$ cat config.mk
export PLATFORM = sky130hd
export DESIGN_NAME = param_cordic
export DESIGN_NICKNAME = d
export VERILOG_FILES = /design/src/rtl/param_cordic.sv
export SDC_FILE = /design/constraint.sdc
export NUM_CORES = 2
export LEC_CHECK = 0
export ABC_AREA = 1
export ABC_CLOCK_PERIOD_IN_PS = 14000
export BUFFER_PORTS_ARGS = -buffer_cell sky130_fd_sc_hd__buf_2
export CORE_ASPECT_RATIO = 1.25
export CORE_MARGIN = 5
export CORE_UTILIZATION = 40
export CTS_CLUSTER_SIZE = 28
export DETAILED_ROUTE_END_ITERATION = 8
export PLACE_DENSITY = 0.52
export SLEW_MARGIN = 20
export SYNTH_ARGS = -nofsm -noshare
export SYNTH_HDL_FRONTEND = slang
export SYNTH_SLANG_ARGS = --single-unit
$ cat constraint.sdc
create_clock -name clk -period 14 [get_ports clk]
set_clock_uncertainty 0.05 [all_clocks]
set_input_delay 0.7 -clock clk [delete_from_list [all_inputs] [get_ports clk]]
set_output_delay 0.7 -clock clk [all_outputs]
set_load 0.005 [all_outputs]
$ cat src/rtl/param_cordic.sv
// Iterative CORDIC rotator/vectorer, one micro-rotation per clock.
// Q3.(WIDTH-3) datapath with quadrant pre-rotation and optional 1/K scale.
module param_cordic #(
  parameter int WIDTH     = 32,
  parameter int ITER      = 16,
  parameter int GAIN_COMP = 1
) (
  input  logic                    clk,
  input  logic                    rst_n,
  input  logic                    start,
  input  logic                    mode,
  input  logic signed [WIDTH-1:0] x_in,
  input  logic signed [WIDTH-1:0] y_in,
  input  logic signed [WIDTH-1:0] z_in,
  output logic                    busy,
  output logic                    done,
  output logic signed [WIDTH-1:0] x_out,
  output logic signed [WIDTH-1:0] y_out,
  output logic signed [WIDTH-1:0] z_out
);

  localparam int FW = WIDTH - 3;
  localparam int CW = $clog2(WIDTH);
  localparam int TS = 1 << CW;

  localparam logic [31:0] HPI32 = 32'h3243F6A8;
  localparam logic signed [WIDTH-1:0] HPI =
    HPI32[31:32-WIDTH];
  localparam logic signed [WIDTH-1:0] NHPI = -HPI;

  localparam logic [63:0] KNUM =
    (64'd607252935 << FW) + 64'd500000000;
  localparam logic [63:0] KQ = KNUM / 64'd1000000000;
  localparam logic signed [WIDTH-1:0] KINV = KQ[WIDTH-1:0];

  typedef enum logic [1:0] {
    IDLE, RUN, SCALE, DONE
  } state_t;

  // atan(2^-i) in Q3.29; beyond i=9 it is 2^(29-i)-1 after truncation
  function automatic logic [31:0] atan_q29(input int i);
    case (i)
      0:       return 32'h1921FB54;
      1:       return 32'h0ED63382;
      2:       return 32'h07D6DD7E;
      3:       return 32'h03FAB753;
      4:       return 32'h01FF55BB;
      5:       return 32'h00FFEAAD;
      6:       return 32'h007FFD55;
      7:       return 32'h003FFFAA;
      8:       return 32'h001FFFF5;
      9:       return 32'h000FFFFE;
      default: return (i < 30) ?
        (32'd1 << (29 - i)) - 32'd1 : 32'd0;
    endcase
  endfunction

  logic signed [WIDTH-1:0] atan_tab [TS];

  for (genvar g = 0; g < TS; g++) begin : g_atan
    localparam logic [31:0] A = atan_q29(g);
    assign atan_tab[g] = A[31:32-WIDTH];
  end

  state_t                  state;
  logic [CW-1:0]           cnt;
  logic                    mode_r;
  logic signed [WIDTH-1:0] xr, yr, zr;

  logic signed [WIDTH-1:0] px, py, pz;
  logic signed [WIDTH-1:0] xs, ys, at;
  logic signed [WIDTH-1:0] xn, yn, zn;
  logic signed [WIDTH-1:0] sx, sy;
  logic signed [2*WIDTH-1:0] mx, my;
  logic                    dir;

  // fold the input vector into the CORDIC convergence range
  always_comb begin
    px = x_in;
    py = y_in;
    pz = z_in;
    if (!mode) begin
      if (z_in > HPI) begin
        px = -y_in;
        py = x_in;
        pz = z_in - HPI;
      end else if (z_in < NHPI) begin
        px = y_in;
        py = -x_in;
        pz = z_in + HPI;
      end
    end else if (x_in[WIDTH-1]) begin
      if (!y_in[WIDTH-1]) begin
        px = y_in;
        py = -x_in;
        pz = z_in + HPI;
      end else begin
        px = -y_in;
        py = x_in;
        pz = z_in - HPI;
      end
    end
  end

  // one micro-rotation and the gain-compensation products
  always_comb begin
    dir = mode_r ? yr[WIDTH-1] : ~zr[WIDTH-1];
    xs  = xr >>> cnt;
    ys  = yr >>> cnt;
    at  = atan_tab[cnt];
    xn  = dir ? xr - ys : xr + ys;
    yn  = dir ? yr + xs : yr - xs;
    zn  = dir ? zr - at : zr + at;
    mx  = xr * KINV;
    my  = yr * KINV;
    sx  = mx[FW+WIDTH-1:FW];
    sy  = my[FW+WIDTH-1:FW];
  end

  // control FSM with registered busy/done and result registers
  always_ff @(posedge clk or negedge rst_n) begin
    if (!rst_n) begin
      state  <= IDLE;
      cnt    <= '0;
      mode_r <= 1'b0;
      xr     <= '0;
      yr     <= '0;
      zr     <= '0;
      x_out  <= '0;
      y_out  <= '0;
      z_out  <= '0;
      busy   <= 1'b0;
      done   <= 1'b0;
    end else begin
      done <= 1'b0;
      unique case (state)
        IDLE, DONE: begin
          if (start) begin
            xr     <= px;
            yr     <= py;
            zr     <= pz;
            mode_r <= mode;
            cnt    <= '0;
            busy   <= 1'b1;
            state  <= RUN;
          end else begin
            busy  <= 1'b0;
            state <= IDLE;
          end
        end
        RUN: begin
          xr  <= xn;
          yr  <= yn;
          zr  <= zn;
          cnt <= cnt + 1'b1;
          if (cnt == CW'(ITER - 1)) begin
            if (GAIN_COMP != 0) begin
              state <= SCALE;
            end else begin
              x_out <= xn;
              y_out <= yn;
              z_out <= zn;
              busy  <= 1'b0;
              done  <= 1'b1;
              state <= DONE;
            end
          end
        end
        SCALE: begin
          xr    <= sx;
          yr    <= sy;
          x_out <= sx;
          y_out <= sy;
          z_out <= zr;
          busy  <= 1'b0;
          done  <= 1'b1;
          state <= DONE;
        end
        default: begin
          busy  <= 1'b0;
          state <= IDLE;
        end
      endcase
    end
  end

endmodule

; ---- Yosys cells after proc, flatten, opt, wreduce, memory -nomap -nowiden
; Memories as Yosys holds them, arrays and structs flattened.
; Index checks and enable logic that the tools add are counted.
[totals]
ff_bits = 202
latchBits = 0
mem_bits_rw = 0
rom_bits = 1024
inputBits = 100
output_inout_bits = 98
word_cells = 78
memories = 1
[memory_table]
columns = name, depth, width, read_ports, rd_clocked_by_memory_dff, wr, line
row1 = (no name shown), 32, 32, 1, 0, 0, 110  ; at = atan_tab[cnt];
[classes]
addsub = 11
mul = 2
div_mod_pow = 0
magnitude_cmp = 3
eq_ne = 6
shift = 2
n_mux = 35
n_bitwise = 2
reduce_logical = 5
[op_table]
columns = operator, n
row1 = $mux 32, 23
row2 = $pmux 32 s3, 2
row3 = $mul 32x30->61 const B, 2
row4 = $add 32x32->32, 3
row5 = $sub 32x32->32, 3
row6 = $neg 32->32, 2
row7 = $pmux 32 s2, 1
row8 = $sshr 32x5->32, 2
row9 = $add 32x31->32 const B, 1
row10 = $gt 32x31->1 const B, 1
row11 = $lt 32x31->1 const B, 1
row12 = $sub 32x31->32 const B, 1
row13 = $pmux 5 s2, 1
row14 = $ge 6x6->1 const B, 1
row15 = $not 5->6, 1
row16 = $pmux 2 s3, 1
row17 = $add 5x1->5 const B, 1
row18 = $eq 5x4->1 const B, 1
row19 = $mux 5, 1
row20 = $eq 2x2->1 const B, 2
row21 = $mux 1, 4
row22 = $ne 2x2->1 const B, 2
row23 = $reduce_and 2->1, 2
row24 = $eq 2x1->1 const B, 1
row25 = other kinds (6), 6

; ---- Depth between registers and ports, before layout
[depth]
depth_word = 7
mapped_depth = 39
depth_no_buf = 38

; ---- Least setup slack after synthesis
; Ideal clock, no wire load.
[synth_path]
path_kind = flip-flop to flip-flop
startpoint = reg yr[31]
endpoint = reg yr[24]
setup_time_ns = 0.124
t_arrival_ns = 7.054
t_required_ns = 13.826
setup_slack_ns = 6.772
stages_incl_launch_ff = 25
period_less_slack_ns = 7.228
cell_sequence = dfrtp_1 -> buf_2 -> clkinv_1 -> o21ai_0 -> fa_1 -> fa_1 -> fa_1 -> fa_1 -> inv_1 -> fa_1 -> inv_1 -> ha_1 -> nand2_1 -> nor2_1 -> inv_1 -> nor3_1 -> nand2_1 -> nor2_1 -> o31ai_1 -> o211ai_1 -> a21oi_1 -> o21ai_0 -> o21ai_0 -> nand2_1 -> nand3_1
[synth_between]
elab_chain_len = 3
elab_cells_between_ends = 4
classes_between = 1 x mul / 3 x mux
[synth_lines]
columns = item, line
row1 = start: declaration, 68  ; logic signed [WIDTH-1:0] xr, yr, zr;
row2 = start signal: assignment, 140  ; yr <= py;
row3 = start signal: assignment, 153  ; yr <= yn;
row4 = start signal: assignment, 171  ; yr <= sy;
row5 = "parallel branches: the longest is 2 deep, another holds $mul 32x30->61", --
row6 = $pmux 32 s3 *, 136  ; unique case (state)
; Mark *: on every way between the ends.
; A chain may end at the register's enable or synchronous reset.

; ---- Final worst setup path
[layout_path]
startpoint = reg xr[12]
endpoint = reg xr[11]
[layout_between]
elab_chain_len = 2
[layout_lines]
columns = item, line
row1 = start: declaration, 68
row2 = start signal: assignment, 139  ; xr <= px;
row3 = start signal: assignment, 152  ; xr <= xn;
row4 = $mul 32x30->61, 114  ; mx = xr * KINV;
row5 = $pmux 32 s3, 136
; No other way between the ends.

==> flow_summary_export.csv <==
group,metric,value,unit
layout,finalNetCount,10900,
sta,hold_viol,0,
layout,multiInputGateArea,52700,um2
floorplanning,chipWidth,373,um
sta,slew_viol_final,0,
hold_path,min_path_type,"input port to async pin",
worst_setup_path,reg2reg_from,"xr[12]",
yosys,syn_inst,8987,
clocking,insertion_delay,690,ps
run,drv_cap,0,
worst_setup_path,reg2regPathDepth,25,
global_route,grt_usage,32.4,%
worst_setup_path,critical-path-slowest-cell,"dfrtp_1",
detailed_routing,route.vias.total,61900,
floorplanning,coreArea,164000,um2
layout,postLayoutCoreUtil,42.9,%
clocking,post_cts_buffers,0,
clocking,cts.clk_slew.worst_paths,80,ps
detailed_routing,ant_nets,0,
clocking,cts_made_buffers,30,
yosys,synthesis.nets,10800,
yosys,synth_top_area_share,26.0,%
worst_setup_path,crit_required,14470,ps
sta,rsz0062_at_grt,"no",
worst_setup_path,crit_top_cell,"fa_1",
detailed_routing,maxUsedRoutingLayer,"met5",
detailed_routing,drt-total-wl,286000,um
detailed_routing,drt_iter0_drc,5318,
worst_setup_path,r2r_end,"xr[11]",
detailed_routing,vias_per_cell,5.49,
sta,worst_slew_pin_slew,1110,ps
sta,fmaxAchievable,113,MHz
yosys,synth_seq_cells,202,
yosys,synth_edf_count,0,
yosys,syn_area_per_cell,7.33,um2
worst_setup_path,critPathKind,"register to register",
yosys,yosysSeqAreaShare,7.67,%
worst_setup_path,startpoint,"xr[12]",
yosys,post-synth-top-area-cell,"fa_1",
place,place_area,69200,um2
sta,setup_viol,0,
clocking,hold_buffers,0,
global_route,overflow,0,
layout,fin_area,70200,um2
yosys,synth.most_common_cell,"inv_1",
floorplanning,start_util,40.2,%
worst_setup_path,arrival,9350,ps
clocking,cts_buffer_depth,3,
clocking,htreeDepth,1,
layout,fillers,17300,
yosys,synth_cell_types,67,
worst_setup_path,regToRegSetupSlack,5120,ps
yosys,postSynth.asyncResetShare,100,%
global_route,grt_max_degree,100,
detailed_routing,wl_per_cell,25.4,um
global_route,grt_first_pass_wirelength,419000,um
detailed_routing,drt-pass1-iter-count,7,
yosys,yosys_warnings,0,
layout,syn2layout_area_growth,6.59,%
sta,post-route-period-util,63.4,%
floorplanning,die_area,173000,um2
clocking,cts_tree,"yes",
worst_setup_path,crit_end,"xr[11]",
place,hpwl,243000,um
global_route,antenna_found_initial,14,
place,place.gp.congestion,0.998,
worst_setup_path,endpoint_kind,"register",
yosys,syn_area,65900,um2
detailed_routing,wl_met1,116000,um
clocking,clockRootBuffer,"clkbuf_16",
worst_setup_path,worst-path-max-fanout,12,
clocking,postCtsResizedCells,0,
sta,slew_headroom,25.0,%
detailed_routing,drc,0,
global_route,grt_pass1_vias,62500,
detailed_routing,met3_wirelength,16100,um
run_status,status,"completed",
floorplanning,chipHeight,464,um
sta,fin_ws,5120,ps
layout,layout-drive-gt1-share,5.30,%
worst_setup_path,cp_slowest_stage_delay,1030,ps
yosys,yosys-top-cells-area,"fa_1 26%, ha_1 16%, inv_1 10%, nand2_1 10%, dfrtp_1 7.7%",
place,pre_cts_slack,5250,ps
detailed_routing,wl_met2,135000,um
layout,regArea,5060,um2
yosys,synthTopCellsByCount,"1826 x inv_1, 1781 x nand2_1, 857 x ha_1, 856 x fa_1, 547 x nand3_1",
floorplanning,io_pins,198,
yosys,ys.flop_type,"dfrtp_1",
floorplanning,num_rows,166,
place,io_buffer_count,197,
sta,period_minus_slack,8880,ps
worst_setup_path,start_kind,"register",
clocking,numClockSinks,202,
sta,setup_tns,0,ps
final cells by class:
cell class | count | area share (%)
clock buffers | 39 | 1.15
flip-flops and latches | 202 | 7.21
well taps | 2184 | 3.89
inverters | 1868 | 9.99
multi-input cells | 6676 | 75.0
diodes | 3 | 0.0107
repair buffers | 288 | 2.39
clock inverters | 15 | 0.333
worst min path at each step:
stage,end,depth (start not counted)
after floorplan,busy,0
final,zr[14],1
after CTS,x_out[10],1
after detailed placement,z_out[8],2
after global placement,z_out[11],2
after global routing,zr[14],1
through the flow:
stage / instances / hold slack (ps)
after CTS: 11300 / 59.0
after detailed placement: 11200 / 408
after global placement: 11200 / 400
after floorplan: 8987 / 354
final: 11300 / 75.5
after global routing: 11300 / 131
flip-flops by register name (all words and copies together), names as in the netlist:
signal  cells
mode_r      1
state       2
zr         32
xr         32
z_out      32
busy        1
x_out      32
cnt         5
done        1
y_out      32
yr         32
logic make-up after synthesis:
| group | Yosys count | synth area share, % |
|---|---|---|
| compound gates | 1479 | 12.8 |
| xor+xnor | 394 | 5.24 |
| flops | 202 | 7.67 |
| buf+inv | 2109 | 12.4 |
| fa+ha+maj | 1713 | 42.3 |
| simple gates | 3090 | 19.6 |
cells in the final DEF (no fill, tap or decap), types with 11 or more instances in the layout:
cell / netlist / layout
inv_1: 1826 / 1822
nand2_1: 1781 / 1781
fa_1: 856 / 856
ha_1: 857 / 855
nand3_1: 547 / 547
a21oi_1: 518 / 518
nor2_1: 520 / 517
o21ai_0: 524 / 507
xor2_1: 283 / 283
dfrtp_1: 202 / 197
buf_2: 55 / 196
xnor2_1: 111 / 111
buf_4: 22 / 91
o21bai_1: 80 / 80
o211ai_1: 61 / 61
nand4_1: 56 / 56
nor3_1: 55 / 55
a21o_1: 49 / 49
o21ai_1: 31 / 47
inv_2: 40 / 43
a31oi_1: 42 / 42
o22ai_1: 35 / 35
or2_2: 31 / 31
nor4_1: 31 / 31
clkbuf_16: 0 / 30
a2bb2oi_1: 27 / 27
a22oi_1: 20 / 20
nor2_2: 15 / 16
nand2_2: 16 / 16
o21a_1: 16 / 16
nand3b_1: 13 / 13
a21boi_0: 13 / 13
o221ai_1: 11 / 11
layer usage:
metal | vias up | track usage [%]
li1 | 28700 | -
met4 | 4 | 16.5
met2 | 2221 | 55.0
met1 | 30500 | 40.7
met5 | - | 0
met3 | 526 | 3.71
worst max-delay path, delay by kind of cell, from the launching register on:
kind,cells,cell delay (ps)
and+or+nand+nor,3,530
DFF,1,1030
xor gates and xnor gates,2,360
buffers and inverters,2,100
AOI/OAI and AO/OA,9,2690
adders and majority gates,9,3970
Power is left out: the tool's default activity adds up to more than one toggle a clock period on the data nets, which glitch-free logic cannot reach.
